### config.mk
export PLATFORM = sky130hd
export DESIGN_NAME = dino_game_ctrl_flat
export DESIGN_NICKNAME = d
export VERILOG_FILES = /design/src/rtl/dino_game_ctrl_if.sv /design/src/rtl/dino_game_ctrl.sv /design/src/flat_wrapper.sv
export SDC_FILE = /design/constraint.sdc
export NUM_CORES = 1
export LEC_CHECK = 0
export CAP_MARGIN = 15
export CORE_MARGIN = 5
export CORE_UTILIZATION = 30
export CTS_BUF_LIST = sky130_fd_sc_hd__clkbuf_4 sky130_fd_sc_hd__clkbuf_8
export CTS_CLUSTER_SIZE = 8
export DETAILED_ROUTE_END_ITERATION = 8
export GPL_TIMING_DRIVEN = 0
export SYNTH_ARGS = -nofsm -noshare
export SYNTH_HDL_FRONTEND = slang
export SYNTH_SLANG_ARGS = --single-unit
### constraint.sdc
create_clock -name clk_25Hz -period 12.9 [get_ports clk_25Hz]
set_input_delay 2.58 -clock clk_25Hz [delete_from_list [all_inputs] [get_ports clk_25Hz]]
set_output_delay 2.58 -clock clk_25Hz [all_outputs]
set_load 0.01 [all_outputs]
### src/rtl/dino_game_ctrl_if.sv
// Signal bundle between the dino game controller and its frame-level neighbours:
// button, obstacle/player boxes in; game state, score and generator control out.
interface dino_game_ctrl_if;
    logic        start;
    logic [9:0]  obs_x;
    logic [8:0]  obs_y;
    logic [9:0]  obs_w;
    logic [8:0]  obs_h;
    logic [9:0]  dino_x;
    logic [8:0]  dino_y;
    logic [9:0]  dino_w;
    logic [8:0]  dino_h;
    logic [1:0]  game_state;
    logic        obs_rst;
    logic        stop;
    logic        hit;
    logic [15:0] score;
    logic [15:0] hiscore;
    logic [1:0]  speed_lvl;

    modport master (
        output start, obs_x, obs_y, obs_w, obs_h, dino_x, dino_y, dino_w, dino_h,
        input  game_state, obs_rst, stop, hit, score, hiscore, speed_lvl
    );

    modport slave (
        input  start, obs_x, obs_y, obs_w, obs_h, dino_x, dino_y, dino_w, dino_h,
        output game_state, obs_rst, stop, hit, score, hiscore, speed_lvl
    );
endinterface

### src/rtl/dino_game_ctrl.sv
// Dino game controller: IDLE/RUN/OVER FSM, box overlap test, BCD score and speed level.
// Define DINO_HISCORE_EN to build the high-score register (otherwise hiscore is 0).
module dino_game_ctrl #(
    parameter int unsigned SCORE_DIV = 4,
    parameter logic [15:0] LVL_STEP  = 16'h0100,
    parameter int unsigned OVER_HOLD = 25
) (
    input  logic             clk_25Hz,
    input  logic             rst,
    dino_game_ctrl_if.slave  bus
);

    typedef enum logic [1:0] {
        StIdle = 2'b00,
        StRun  = 2'b01,
        StOver = 2'b10
    } state_e;

    localparam logic [7:0] DivLast  = 8'(SCORE_DIV - 1);
    localparam logic [7:0] HoldLast = 8'(OVER_HOLD);

    state_e      state_q, state_d;
    logic        start_q, start_d;
    logic        obs_rst_q, obs_rst_d;
    logic        stop_q, stop_d;
    logic        hit_q, hit_d;
    logic [15:0] score_q, score_d;
    logic [15:0] lvl_cnt_q, lvl_cnt_d;
    logic [1:0]  speed_q, speed_d;
    logic [7:0]  div_q, div_d;
    logic [7:0]  hold_q, hold_d;

    logic        start_rise;
    logic        restart;
    logic        overlap;
    logic [10:0] dino_xr, obs_xr;
    logic [9:0]  dino_yb, obs_yb;
    logic [15:0] score_inc, lvl_inc;

    // Increment of a 4-digit packed BCD value; 9999 wraps, callers saturate.
    function automatic logic [15:0] bcd_inc(input logic [15:0] v);
        logic [15:0] r;
        logic        carry;
        r     = v;
        carry = 1'b1;
        for (int i = 0; i < 4; i++) begin
            if (carry) begin
                if (r[i*4 +: 4] == 4'd9) begin
                    r[i*4 +: 4] = 4'd0;
                end else begin
                    r[i*4 +: 4] = r[i*4 +: 4] + 4'd1;
                    carry       = 1'b0;
                end
            end
        end
        return r;
    endfunction

    // Widened sums so right/bottom edges never wrap.
    assign dino_xr = {1'b0, bus.dino_x} + {1'b0, bus.dino_w};
    assign obs_xr  = {1'b0, bus.obs_x} + {1'b0, bus.obs_w};
    assign dino_yb = {1'b0, bus.dino_y} + {1'b0, bus.dino_h};
    assign obs_yb  = {1'b0, bus.obs_y} + {1'b0, bus.obs_h};

    assign overlap = (bus.obs_h != 9'd0)
                  && ({1'b0, bus.obs_x} < dino_xr)
                  && ({1'b0, bus.dino_x} < obs_xr)
                  && ({1'b0, bus.obs_y} < dino_yb)
                  && ({1'b0, bus.dino_y} < obs_yb);

    assign start_rise = bus.start & ~start_q;
    assign score_inc  = bcd_inc(score_q);
    assign lvl_inc    = bcd_inc(lvl_cnt_q);

    always_comb begin
        state_d   = state_q;
        start_d   = bus.start;
        obs_rst_d = 1'b0;
        hit_d     = hit_q;
        score_d   = score_q;
        lvl_cnt_d = lvl_cnt_q;
        speed_d   = speed_q;
        div_d     = div_q;
        hold_d    = hold_q;
        restart   = 1'b0;

        unique case (state_q)
            StIdle: begin
                restart = start_rise;
            end
            StRun: begin
                if (overlap) begin
                    state_d = StOver;
                    hit_d   = 1'b1;
                    hold_d  = 8'd0;
                end else if (div_q == DivLast) begin
                    div_d = 8'd0;
                    if (score_q != 16'h9999) begin
                        score_d = score_inc;
                        // lvl_cnt tracks points since the last level change, in BCD
                        if (lvl_inc == LVL_STEP) begin
                            lvl_cnt_d = 16'h0000;
                            if (speed_q != 2'd3) speed_d = speed_q + 2'd1;
                        end else begin
                            lvl_cnt_d = lvl_inc;
                        end
                    end
                end else begin
                    div_d = div_q + 8'd1;
                end
            end
            StOver: begin
                if (hold_q < HoldLast) begin
                    hold_d = hold_q + 8'd1;
                end else begin
                    restart = start_rise;
                end
            end
            default: state_d = StIdle;
        endcase

        if (restart) begin
            state_d   = StRun;
            obs_rst_d = 1'b1;
            hit_d     = 1'b0;
            score_d   = 16'h0000;
            lvl_cnt_d = 16'h0000;
            speed_d   = 2'd0;
            div_d     = 8'd0;
        end

        stop_d = (state_d != StRun);
    end

    always_ff @(posedge clk_25Hz) begin
        if (rst) begin
            state_q   <= StIdle;
            start_q   <= 1'b1;
            obs_rst_q <= 1'b0;
            stop_q    <= 1'b1;
            hit_q     <= 1'b0;
            score_q   <= 16'h0000;
            lvl_cnt_q <= 16'h0000;
            speed_q   <= 2'd0;
            div_q     <= 8'd0;
            hold_q    <= 8'd0;
        end else begin
            state_q   <= state_d;
            start_q   <= start_d;
            obs_rst_q <= obs_rst_d;
            stop_q    <= stop_d;
            hit_q     <= hit_d;
            score_q   <= score_d;
            lvl_cnt_q <= lvl_cnt_d;
            speed_q   <= speed_d;
            div_q     <= div_d;
            hold_q    <= hold_d;
        end
    end

`ifdef DINO_HISCORE_EN
    // Power-up value only; reset deliberately leaves the high score alone.
    logic [15:0] hiscore_q = 16'h0000;
    logic [15:0] hiscore_d;

    always_comb begin
        hiscore_d = hiscore_q;
        if ((state_q == StRun) && (state_d == StOver) && (score_q > hiscore_q)) begin
            hiscore_d = score_q;
        end
    end

    always_ff @(posedge clk_25Hz) begin
        if (!rst) hiscore_q <= hiscore_d;
    end

    assign bus.hiscore = hiscore_q;
`else
    assign bus.hiscore = 16'h0000;
`endif

    assign bus.game_state = state_q;
    assign bus.obs_rst    = obs_rst_q;
    assign bus.stop       = stop_q;
    assign bus.hit        = hit_q;
    assign bus.score      = score_q;
    assign bus.speed_lvl  = speed_q;

endmodule

### src/flat_wrapper.sv
// flat-port wrapper written by rule: the top's interface ports become plain ports
module dino_game_ctrl_flat 
#(
    parameter int unsigned SCORE_DIV = 4,
    parameter logic [15:0] LVL_STEP  = 16'h0100,
    parameter int unsigned OVER_HOLD = 25
)
  (clk_25Hz, rst, bus_start, bus_obs_x, bus_obs_y, bus_obs_w, bus_obs_h, bus_dino_x, bus_dino_y, bus_dino_w, bus_dino_h, bus_game_state, bus_obs_rst, bus_stop, bus_hit, bus_score, bus_hiscore, bus_speed_lvl);
  dino_game_ctrl_if bus_i ();
  input  logic clk_25Hz;
  input  logic rst;
  input wire logic [$bits(bus_i.start)-1:0] bus_start;
  input wire logic [$bits(bus_i.obs_x)-1:0] bus_obs_x;
  input wire logic [$bits(bus_i.obs_y)-1:0] bus_obs_y;
  input wire logic [$bits(bus_i.obs_w)-1:0] bus_obs_w;
  input wire logic [$bits(bus_i.obs_h)-1:0] bus_obs_h;
  input wire logic [$bits(bus_i.dino_x)-1:0] bus_dino_x;
  input wire logic [$bits(bus_i.dino_y)-1:0] bus_dino_y;
  input wire logic [$bits(bus_i.dino_w)-1:0] bus_dino_w;
  input wire logic [$bits(bus_i.dino_h)-1:0] bus_dino_h;
  output wire logic [$bits(bus_i.game_state)-1:0] bus_game_state;
  output wire logic [$bits(bus_i.obs_rst)-1:0] bus_obs_rst;
  output wire logic [$bits(bus_i.stop)-1:0] bus_stop;
  output wire logic [$bits(bus_i.hit)-1:0] bus_hit;
  output wire logic [$bits(bus_i.score)-1:0] bus_score;
  output wire logic [$bits(bus_i.hiscore)-1:0] bus_hiscore;
  output wire logic [$bits(bus_i.speed_lvl)-1:0] bus_speed_lvl;
  assign bus_i.start = bus_start;
  assign bus_i.obs_x = bus_obs_x;
  assign bus_i.obs_y = bus_obs_y;
  assign bus_i.obs_w = bus_obs_w;
  assign bus_i.obs_h = bus_obs_h;
  assign bus_i.dino_x = bus_dino_x;
  assign bus_i.dino_y = bus_dino_y;
  assign bus_i.dino_w = bus_dino_w;
  assign bus_i.dino_h = bus_dino_h;
  assign bus_game_state = bus_i.game_state;
  assign bus_obs_rst = bus_i.obs_rst;
  assign bus_stop = bus_i.stop;
  assign bus_hit = bus_i.hit;
  assign bus_score = bus_i.score;
  assign bus_hiscore = bus_i.hiscore;
  assign bus_speed_lvl = bus_i.speed_lvl;
  dino_game_ctrl #(.SCORE_DIV(SCORE_DIV), .LVL_STEP(LVL_STEP), .OVER_HOLD(OVER_HOLD)) u_core (.clk_25Hz(clk_25Hz), .rst(rst), .bus(bus_i));
endmodule
==> results of run 1 <==
==> kinds of logic (layout without fill, tap and decap cells) <==
logic type,Yosys count,count (layout),share of synthesized area (%)
multiplexers,4,4,0.7384
AO/OA/AOI/OAI,208,208,24.69
adder cells (fa/ha/maj),84,84,19.94
AND/OR/NAND/NOR,215,215,22.13
XOR/XNOR,31,31,5.007
other,1,16,0.06915
buffers and inverters,72,180,6.760
flip-flops,56,56,20.67
==> final cells by class <==
cell class / count / share of cell area [%]
multi-input cells: 558 / 58.00
clock buffers: 5 / 1.000
plain buffers: 31 / 3.091
flip-flops and latches: 56 / 16.29
repair buffers: 100 / 14.55
clock inverters: 3 / 0.6727
inverters: 41 / 2.236
well taps: 229 / 4.164
==> metal layers <==
layer	track usage, %	share of wire (%)
met5	0	0
met4	1.865	0.76
met3	1.984	3.5
met2	24.26	48
met1	17.70	47
==> tightest hold or removal path: stages (launching register included) <==
cell     delay [ns]
dfxtp_1        0.33
inv_1          0.05
nor2_1         0.03
==> state kept, by name, summed over array words and instances (netlist names) <==
register / flops
u_core.start_q: 1
u_core.lvl_cnt_q: 16
u_core.div_q: 8
u_core.bus.score: 16
u_core.bus.speed_lvl: 2
u_core.hold_q: 8
u_core.bus.hit: 1
u_core.bus.obs_rst: 1
u_core.bus.game_state: 2
u_core.bus.stop: 1
==> how the worst max path moves through the flow <==
| stage | from | end | slack (ns) | depth (start not counted) |
|---|---|---|---|---|
| finish | bus_dino_y[0] | u_core.div_q[7]$_SDFFE_PP0N_ | 5.80 | 21 |
| global route | bus_dino_h[0] | u_core.div_q[5]$_SDFFE_PP0N_ | 5.44 | 21 |
| CTS | bus_dino_y[0] | u_core.div_q[5]$_SDFFE_PP0N_ | 5.76 | 21 |
| detailed placement | bus_dino_y[0] | u_core.div_q[5]$_SDFFE_PP0N_ | 5.42 | 21 |
| global placement | bus_dino_y[0] | u_core.div_q[5]$_SDFFE_PP0N_ | 5.43 | 21 |
| floorplan | bus_dino_h[0] | u_core.div_q[1]$_SDFFE_PP0N_ | 6.75 | 20 |
==> synthesized netlist by cell type (2+ instances only) <==
cell,instances,area share [%]
o31ai_1,17,2.4
clkbuf_1,6,0.42
nand4b_1,2,0.32
nor4_1,5,0.58
nor3_1,8,0.74
or2_2,5,0.58
nor2b_1,11,1.3
buf_4,16,2.2
and3_1,3,0.35
xnor2_1,16,2.6
o21bai_1,3,0.42
and3b_1,2,0.32
a211oi_1,9,1.2
or4_1,16,2.2
nor2_1,42,2.9
o211ai_1,4,0.55
a21o_1,11,1.5
buf_2,5,0.46
a21oi_1,76,7.0
a2111o_1,2,0.42
ha_1,80,18
or3_1,12,1.4
o21ai_0,39,3.6
nand2b_1,10,1.2
o41ai_1,2,0.32
o21ai_1,7,0.65
fa_1,4,1.5
a211o_1,4,0.65
nor4b_1,3,0.48
mux2i_1,4,0.74
dfxtp_1,56,21
inv_1,41,2.8
nand3b_1,2,0.28
and2_1,2,0.23
nor3b_1,2,0.28
a311oi_1,4,0.65
xor2_1,15,2.4
a31o_2,3,0.48
nand3_1,19,1.8
nand2_1,44,3.0
buf_8,2,0.55
a31oi_1,10,1.2
nand4_1,16,1.8
==> power groups by stage <==
stage / Combinational (mW) / Clock (mW) / Sequential (mW)
5_1_grt: 0.231 / 0.134 / 0.177
4_1_cts: 0.205 / 0.127 / 0.176
3_5_place_dp: 0.204 / 0 / 0.180
3_3_place_gp: 0.201 / 0 / 0.180
6_report: 0.202 / 0.123 / 0.176
2_1_floorplan: 0.137 / 0 / 0.180
==> results.md, run 1 <==
STA:
- The final critical-path share of the clock period is 55.04%.
- The worst path setup slack after routing is slightly below 6 ns.
- The count of endpoints failing hold in the final timing report was 0.
- The minimum clock period after layout is 7.100 ns.
- Final hold analysis gives a worst-case slack of about 0.44 ns.
- In the final timing run, aggregate negative setup slack is 0 ns.
- The worst pin sits at a relative slew slack of a little under two fifths.
- Setup repair after global routing left no endpoint under its margin.
- Static timing analysis puts the maximum clock frequency at approximately 0.14 GHz.
- The transition at the pin with the smallest max-transition slack is approximately 0.94 ns.
- Setup violations remaining at the end of the flow were counted as 0.
- The largest clock skew in the final design is around 0.0089 ns.
- The total count of max-transition violations in the final report came to 0.

Drt:
- The number of nets with antenna violations after detailed routing is 0.
- The number of remaining DRC errors is 0.
- For this block, the via count after detailed routing is 5113.
- The routed wire length is 14.07 mm.
- After detailed routing, the average wire length per cell comes to about 14 um.
- For this run, the detailed router's first-pass iteration total came to 4.
- The first routing iteration left 243 violations.
- The ratio of routed vias to standard cells is around 5.

Placement:
- The instance count after placement with tap cells included is about 1000.
- Summed over all nets, the half-perimeter wirelength after detailed placement is roughly 12 mm.
- The count of buffers added on input and output ports is 100.
- The total placed instance area is 0.006766 sq mm.
- Before CTS, the worst setup slack after placement is about 5.4 ns.
- The final RePlAce weighted congestion is 0.8292.

Yosys:
- The number of library cell types mapped by synthesis is 74.
- The most used flip-flop cell after synthesis is dfxtp_1.
- The share of the Yosys chip area taken by registers is around 21%.
- The number of flops mapped to enable cells by yosys is 0.
- The number of synthesized register bits is between 50 and 60.
- The mapped netlist covers 0.005423 sq mm.
- Of all flip-flops after synthesis, the portion carrying an async set or reset was 0%.
- The number of warnings issued by yosys is 0.
- The average instance in the mapped netlist occupies around 8.1 sq um.
- Synthesis handed over a netlist of 671 instances.

Final layout:
- Fill cells in the final layout number about 1900.
- The cell area after layout is 0.006882 sq mm.
- The count of cells in the finished layout, fillers not included, comes to 1023.
- At the end of the flow the core is filled with cells to just under 40%.
- The count of antenna diodes in the layout is 0.
- The area growth from synthesis to layout is 26.90%.
- After the last flow step, the layout net total stands at around 960.
- Registers take 0.001121 sq mm.
- In the layout the commonest cells are 100 x clkdlybuf4s50_1, 80 x ha_1, 76 x a21oi_1.
- The library cell used most frequently in the layout, excluding fill and tap cells, is clkdlybuf4s50_1.
- The multi-input combinational cells in the finished layout cover a total of 0.003991 sq mm.
- In the final layout, the share of cells above drive strength 1 is 6.801%.

Setup path:
- The critical path contains buffers and inverters numbering 3 combined.
- In this run the critical register-to-register path is launched from u_core.hold_q[0]$_SDFFE_PP0P_.
- In this design, the largest share of critical-path delay is due to compound AO/OA/AOI/OAI gates.
- Among all stages on the critical path, the largest delay is contributed by o31ai_1.
- The endpoint of the most critical register-to-register path is u_core.div_q[6]$_SDFFE_PP0N_.
- Traced cell by cell, the critical path runs through clkdlybuf4s50_1 -> ha_1 -> inv_1 -> fa_1 -> nor2b_1 -> o21ai_0 -> a21oi_1 -> o21ai_0 -> nand2b_1 -> a21o_1 -> a21oi_1 -> xor2_1 -> ha_1 -> a211oi_1 -> nand2_1 -> o31ai_1 -> o32ai_4 -> o31ai_1 -> buf_2 -> nand2_1 -> a21oi_1.
- Along the worst path, the maximum fanout reaches 10.
- On the worst path, the slowest cell contributes a delay of 0.63 ns.
- STA classifies the critical path endpoint as a flop.
- The endpoint arrival time on the critical path is roughly 7.4 ns.
- The critical path class is in2reg.
- At the worst endpoint, the required time is around 13 ns.
- The number of cells on the worst reg-to-reg path is 9.
- STA classifies the critical path startpoint as an input pin.
- Setup slack on the worst reg-to-reg path comes out at just over 10 ns.
- The cell seen most often among critical-path stages is a21oi_1.

GRT:
- The pin count of the biggest net entering global routing is 19.
- For this run, the total global-route usage over all layers was measured as a little over an eighth.
- The first-pass GRT wire length is between 20 and 25 mm.
- The via count of the first global-routing pass is around 5000.
- The sum of overflow across all layers after global routing is 0.
- The initial antenna violation count is 0.

Floorplanning:
- The area enclosed by the die boundary is 0.02086 sq mm.
- For this design the top-level I/O count stands at between 100 and 150.
- The effective utilization at floorplan is between 30 and 40%.
- Measured along the y axis, the die boundary spans ~140 um.
- The core box area is approximately 0.018 sq mm.
- In this run the core area contains ~50 standard-cell rows.
- The floorplan step set the die width to 144.4 um.

Power:
- The share of power burned in registers is between 30% and 40%.
- VDD sags by at most between 0.06 and 0.07 mV.
- The switching power share of the total is about a third.
- Cell internal power was estimated by the tool at around 0.33 mW.
- The part of the total power dissipated in the clock network is 24.5%.
- The completed layout was analyzed and its total power is between 0.5 and 0.6 mW.
- The combinational power share is 40.3%.
- The areal power density over the cells is ~73 mW/mm^2.
- The net switching power figure is ~0.17 mW.
- The leakage power is about 2.6 nW.

Clocking:
- CTS built an H-tree with a depth of 2.
- The clock net in this run drives a total of between 50 and 60 sinks.
- The clock-pin slew on the worst setup and hold paths is about 0.11 ns.
- TritonCTS built the clock tree.
- The clock latency reported for the late side of the worst-skew pair is roughly 0.32 ns.
- Gates resized during post-CTS repair numbered 0.
- The buffer cell driving the clock tree root is clkbuf_8.
- No sink is reached through more buffers than the 2 on the longest clock path.
- After clock tree synthesis, the flow added hold-fix buffers numbering 0.
- TritonCTS created 5 clock buffers.
- Buffers added to address setup during post-CTS repair amount to 0.

Hold path:
- For hold timing, the worst endpoint is u_core.hold_q[6]$_SDFFE_PP0P_.
- The worst min-delay path category is reg2reg.
- The cell depth of the worst min-delay path is 2.
- The startpoint of the tightest hold check path is u_core.hold_q[6]$_SDFFE_PP0P_.

Run status:
- The run finished with clean final reports.

Job:
- The count of max-cap constraint violations is 0.
Note: power is estimated with default switching activity, not from simulation.
==> run 2, diff against run 1 <==
- clock period: 12.9 -> 6.8 ns (I/O delays scaled with it)
==> results of run 2 <==
Same layout as run 1 (identical final DEF). Status: complete, no violations.
Among the figures that moved: setup slack after placement 5.420 ns -> 0.5395 ns; setup slack after layout 5.800 ns -> 0.9202 ns; register-to-register setup slack 10.13 ns -> 4.03 ns; total power 0.5008 mW -> 0.9500 mW; worst IR drop on VDD 0.06461 mV -> 0.1226 mV
==> run 3, diff against run 2 <==
- ABC_CLOCK_PERIOD_IN_PS: not set -> 6800
- CORE_UTILIZATION: 30 -> 46
- GPL_TIMING_DRIVEN: 0 -> not set
- PLACE_DENSITY: not set -> 0.74
==> run 3 against run 2 <==
  * Clock power is 15% lower
  * Largest cell class unchanged
  * Cell count fell by 11%
  * Largest power group unchanged
  * Global-route usage rose by 4.9 points
  * Utilization grew 19 points
  * First-iteration DRC count fell by 12%
  * Sequential share of layout area rose by 0.76 points
  * Sequential power hardly changed
==> results.md, run 3 (synthesized netlist as in run 1, its figures left out) <==
Power:
- The leakage power came to 2.510 nW (was 2.632 nW).
- The share of power burned in registers is 36.7% (was 35.2%).
- The internal cell power came to 0.5944 mW (was 0.6181 mW).
- The areal power density over the cells is 138.5 mW/mm^2 (was 138.0 mW/mm^2).
- The combinational power share is 41.5% (was 40.3%).
- The net switching power figure is 0.3166 mW (was 0.3319 mW).
- The maximum ir drop on the vdd rail is 0.1083 mV (was 0.1226 mV).
- The part of the total power dissipated in the clock network is 21.8% (was 24.5%).
- The sum of internal, switching and leakage power was 0.9110 mW (was 0.9500 mW).
- The switching power share of the total is 34.75% (was 34.94%).

Setup path:
- The kind of start point of the critical path is an input pin (unchanged).
- The count of buffering cells on the critical path with inverters included is 2 (was 3).
- The library cell contributing the largest single delay on the critical path is o311ai_4 (was o31ai_1).
- The endpoint arrival time on the critical path is 5.99 ns (was 6.13 ns).
- Critical path cell sequence: clkdlybuf4s50_1 -> ha_1 -> inv_1 -> fa_1 -> nor2b_1 -> o21ai_0 -> a21oi_1 -> o21ai_0 -> nand2b_1 -> a21o_1 -> a21oi_1 -> xor2_1 -> ha_1 -> a211oi_1 -> nand2_1 -> o31ai_1 -> o32ai_4 -> o311ai_4 -> o311ai_0 -> o41ai_1 (was clkdlybuf4s50_1 -> ha_1 -> inv_1 -> fa_1 -> nor2b_1 -> o21ai_0 -> a21oi_1 -> o21ai_0 -> nand2b_1 -> a21o_1 -> a21oi_1 -> xor2_1 -> ha_1 -> a211oi_1 -> nand2_1 -> o31ai_1 -> o32ai_4 -> o31ai_1 -> buf_2 -> nand2_1 -> a21oi_1).
- The critical path class is in2reg (unchanged).
- The biggest fanout along the worst timing path came to 22 (was 10).
- The cell family with the largest share of critical-path delay is compound AO/OA/AOI/OAI gates (unchanged).
- The startpoint of the worst register-to-register path was u_core.hold_q[0]$_SDFFE_PP0P_ (unchanged).
- The category of the worst setup path capture point is a flop (unchanged).
- The worst setup path startpoint is bus_dino_y[0] (unchanged).
- The critical path's largest stage delay is 0.81 ns (was 0.63 ns).
- The data required time of the worst path is 7.01 ns (was 7.05 ns).

Final layout:
- The count of antenna diodes in the layout is 0 (unchanged).
- The cell area after layout is 0.006576 sq mm (was 0.006882 sq mm).
- The share of the core filled with cells is 57.35% (was 38.44%).
- Commonest non-fill, non-tap cells in the layout: 101 x clkdlybuf4s50_1, 80 x ha_1, 76 x a21oi_1 (was 100 x clkdlybuf4s50_1, 80 x ha_1, 76 x a21oi_1).
- The number of standard cells in the layout, taps in and fillers out is 910 (was 1023).
- The number of nets in the final layout was 929 (was 956).
- The most common cell after layout, fill and taps aside is clkdlybuf4s50_1 (unchanged).
- The area growth from synthesis to layout is 21.27% (was 26.90%).
- The layout cell share with drive strength beyond 1 came to 4.302% (was 6.801%).

Placement:
- The instance count after placement with tap cells included was 902 (was 1015).
- The HPWL after detailed placement is 11.24 mm (was 11.71 mm).
- The final RePlAce weighted congestion is 0.9176 (was 0.8292).
- The total placed instance area is 0.006479 sq mm (was 0.006766 sq mm).
- The number of buffers added on ports is 101 (was 100).
- The worst slack at placement is 0.6934 ns (was 0.5395 ns).

STA:
- The largest clock skew in the final design is 0.01307 ns (was 0.008910 ns).
- The final total negative setup slack is 0 ns (unchanged).
- The worst path setup slack after routing is 1.023 ns (was 0.9202 ns).
- The final count of negative-setup-slack endpoints is 0 (unchanged).
- The total count of max-transition violations in the final report is 0 (unchanged).
- The count of endpoints failing hold in the final timing report is 0 (unchanged).
- RSZ-0062 raised after global routing: false (unchanged).
- The final critical-path share of the clock period is 84.96% (was 86.47%).
- The remaining max-slew budget at the tightest pin came to 41.23% (was 37.27%).
- The worst hold-check slack was 0.4308 ns (was 0.4365 ns).
- The achievable clock frequency is 0.1731 GHz (was 0.1701 GHz).
- The transition at the pin with the smallest max-transition slack is 0.8795 ns (was 0.9366 ns).
- The minimum clock period after layout is 5.777 ns (was 5.880 ns).

Clocking:
- The number of buffers inserted to repair setup after CTS is 0 (unchanged).
- The count of cells resized by post-cts repair came to 0 (unchanged).
- The H-tree depth is 2 (unchanged).
- The clock tree buffer depth is 2 (unchanged).
- The total clock sinks is 56 (unchanged).
- The clock latency reported for the late side of the worst-skew pair came to 0.31 ns (was 0.32 ns).
- The buffer cell driving the clock tree root is clkbuf_8 (unchanged).
- The clock tree from TritonCTS is yes (unchanged).
- The clock-pin slew on the worst setup and hold paths is 0.10 ns (was 0.11 ns).
- The total of hold buffers inserted after clock tree synthesis was 0 (unchanged).
- The number of buffers inserted during clock tree synthesis is 5 (unchanged).

Drt:
- The number of remaining DRC errors was 0 (unchanged).
- The average wire per cell in the routed design is 14.97 um (was 13.76 um).
- The violation count after the first detailed-route iteration is 213 (was 243).
- The routed wire length is 13.62 mm (was 14.07 mm).
- The number of search-and-repair iterations in the first detailed-routing pass is 5 (was 4).
- The via count is 5259 (was 5113).
- The number of nets with antenna violations after detailed routing was 0 (unchanged).
- The ratio of routed vias to standard cells is 5.779 (was 4.998).

GRT:
- The total routing usage reported by global routing is 18.44% (was 13.56%).
- The sum of overflow across all layers after global routing is 0 (unchanged).
- The first-pass GRT wire length came to 22.67 mm (was 23.49 mm).
- The pin count of the biggest net entering global routing is 39 (was 19).
- The via count of the first global-routing pass is 5061 (was 5025).
- The initial antenna violation count is 0 (unchanged).

Floorplanning:
- The die span in y is 118.6 um (was 144.4 um).
- The core box area is 0.01147 sq mm (was 0.01790 sq mm).
- The I/O pin count is 118 (unchanged).
- The effective utilization at floorplan came to 47.29% (was 30.29%).
- The width of the chip came to 118.6 um (was 144.4 um).
- The area enclosed by the die boundary came to 0.01406 sq mm (was 0.02086 sq mm).
- The number of placement rows is 39 (was 49).

Run status:
- Result of the run: complete, no violations (unchanged).

Hold path:
- The worst min-delay path category is reg2reg (unchanged).
- The startpoint of the tightest hold check path is u_core.hold_q[6]$_SDFFE_PP0P_ (unchanged).

Job:
- The count of max-cap constraint violations is 0 (unchanged).
==> run 3: cell types whose count changed in the layout (fill, tap and decap cells not counted), sizes merged <==
cell           previous run  this run
buf                      25         3
bufinv                    1         0
clkbuf                   11         8
clkdlybuf4s50           100       101
clkinvlp                  1         0
inv                      42        41
==> run 3: final timing paths <==
kind | end | slack, ns | cells past startpoint
setup / recovery | u_core.bus.score[12]$_SDFFE_PP0P_ | 1.02 | 20
hold / removal | u_core.hold_q[6]$_SDFFE_PP0P_ | 0.43 | 2
setup reg to reg | u_core.lvl_cnt_q[9]$_SDFFE_PP0P_ | 4.11 | 9
hold reg to reg | u_core.hold_q[6]$_SDFFE_PP0P_ | 0.43 | 2
==> run 3: area by class of cell <==
| cell class | count | area, sq um |
|---|---|---|
| clock buffer | 8 | 97.59 |
| fill | 1043 | 4891 |
| inverter | 41 | 153.9 |
| multi-input combinational | 558 | 3991 |
| sequential | 56 | 1121 |
| tap | 143 | 178.9 |
| timing repair buffer | 104 | 1033 |
==> run 3: tightest hold or removal path, stage by stage (launching register included) <==
cell and delay (ns):
dfxtp_1 0.32, inv_1 0.04, nor2_1 0.03
==> run 3: power by group through the flow <==
stage          registers (mW)  clock network, mW  logic, mW
2_1_floorplan           0.342                  0      0.259
5_1_grt                 0.335              0.220      0.426
4_1_cts                 0.334              0.203      0.377
3_5_place_dp            0.342                  0      0.374
3_3_place_gp            0.342                  0      0.360
6_report                0.334              0.199      0.378
==> run 3: layer usage <==
layer / part of all wire [%] / routed length [um] / vias up / global-route usage [%]
met3: 3.8 / 522 / 16 / 2.579
met4: 1.6 / 219 / 0 / 4.465
met5: 0 / 0 / - / 0
met2: 51 / 6955 / 128 / 33.11
li1: - / - / 2668 / -
met1: 43 / 5926 / 2447 / 23.19
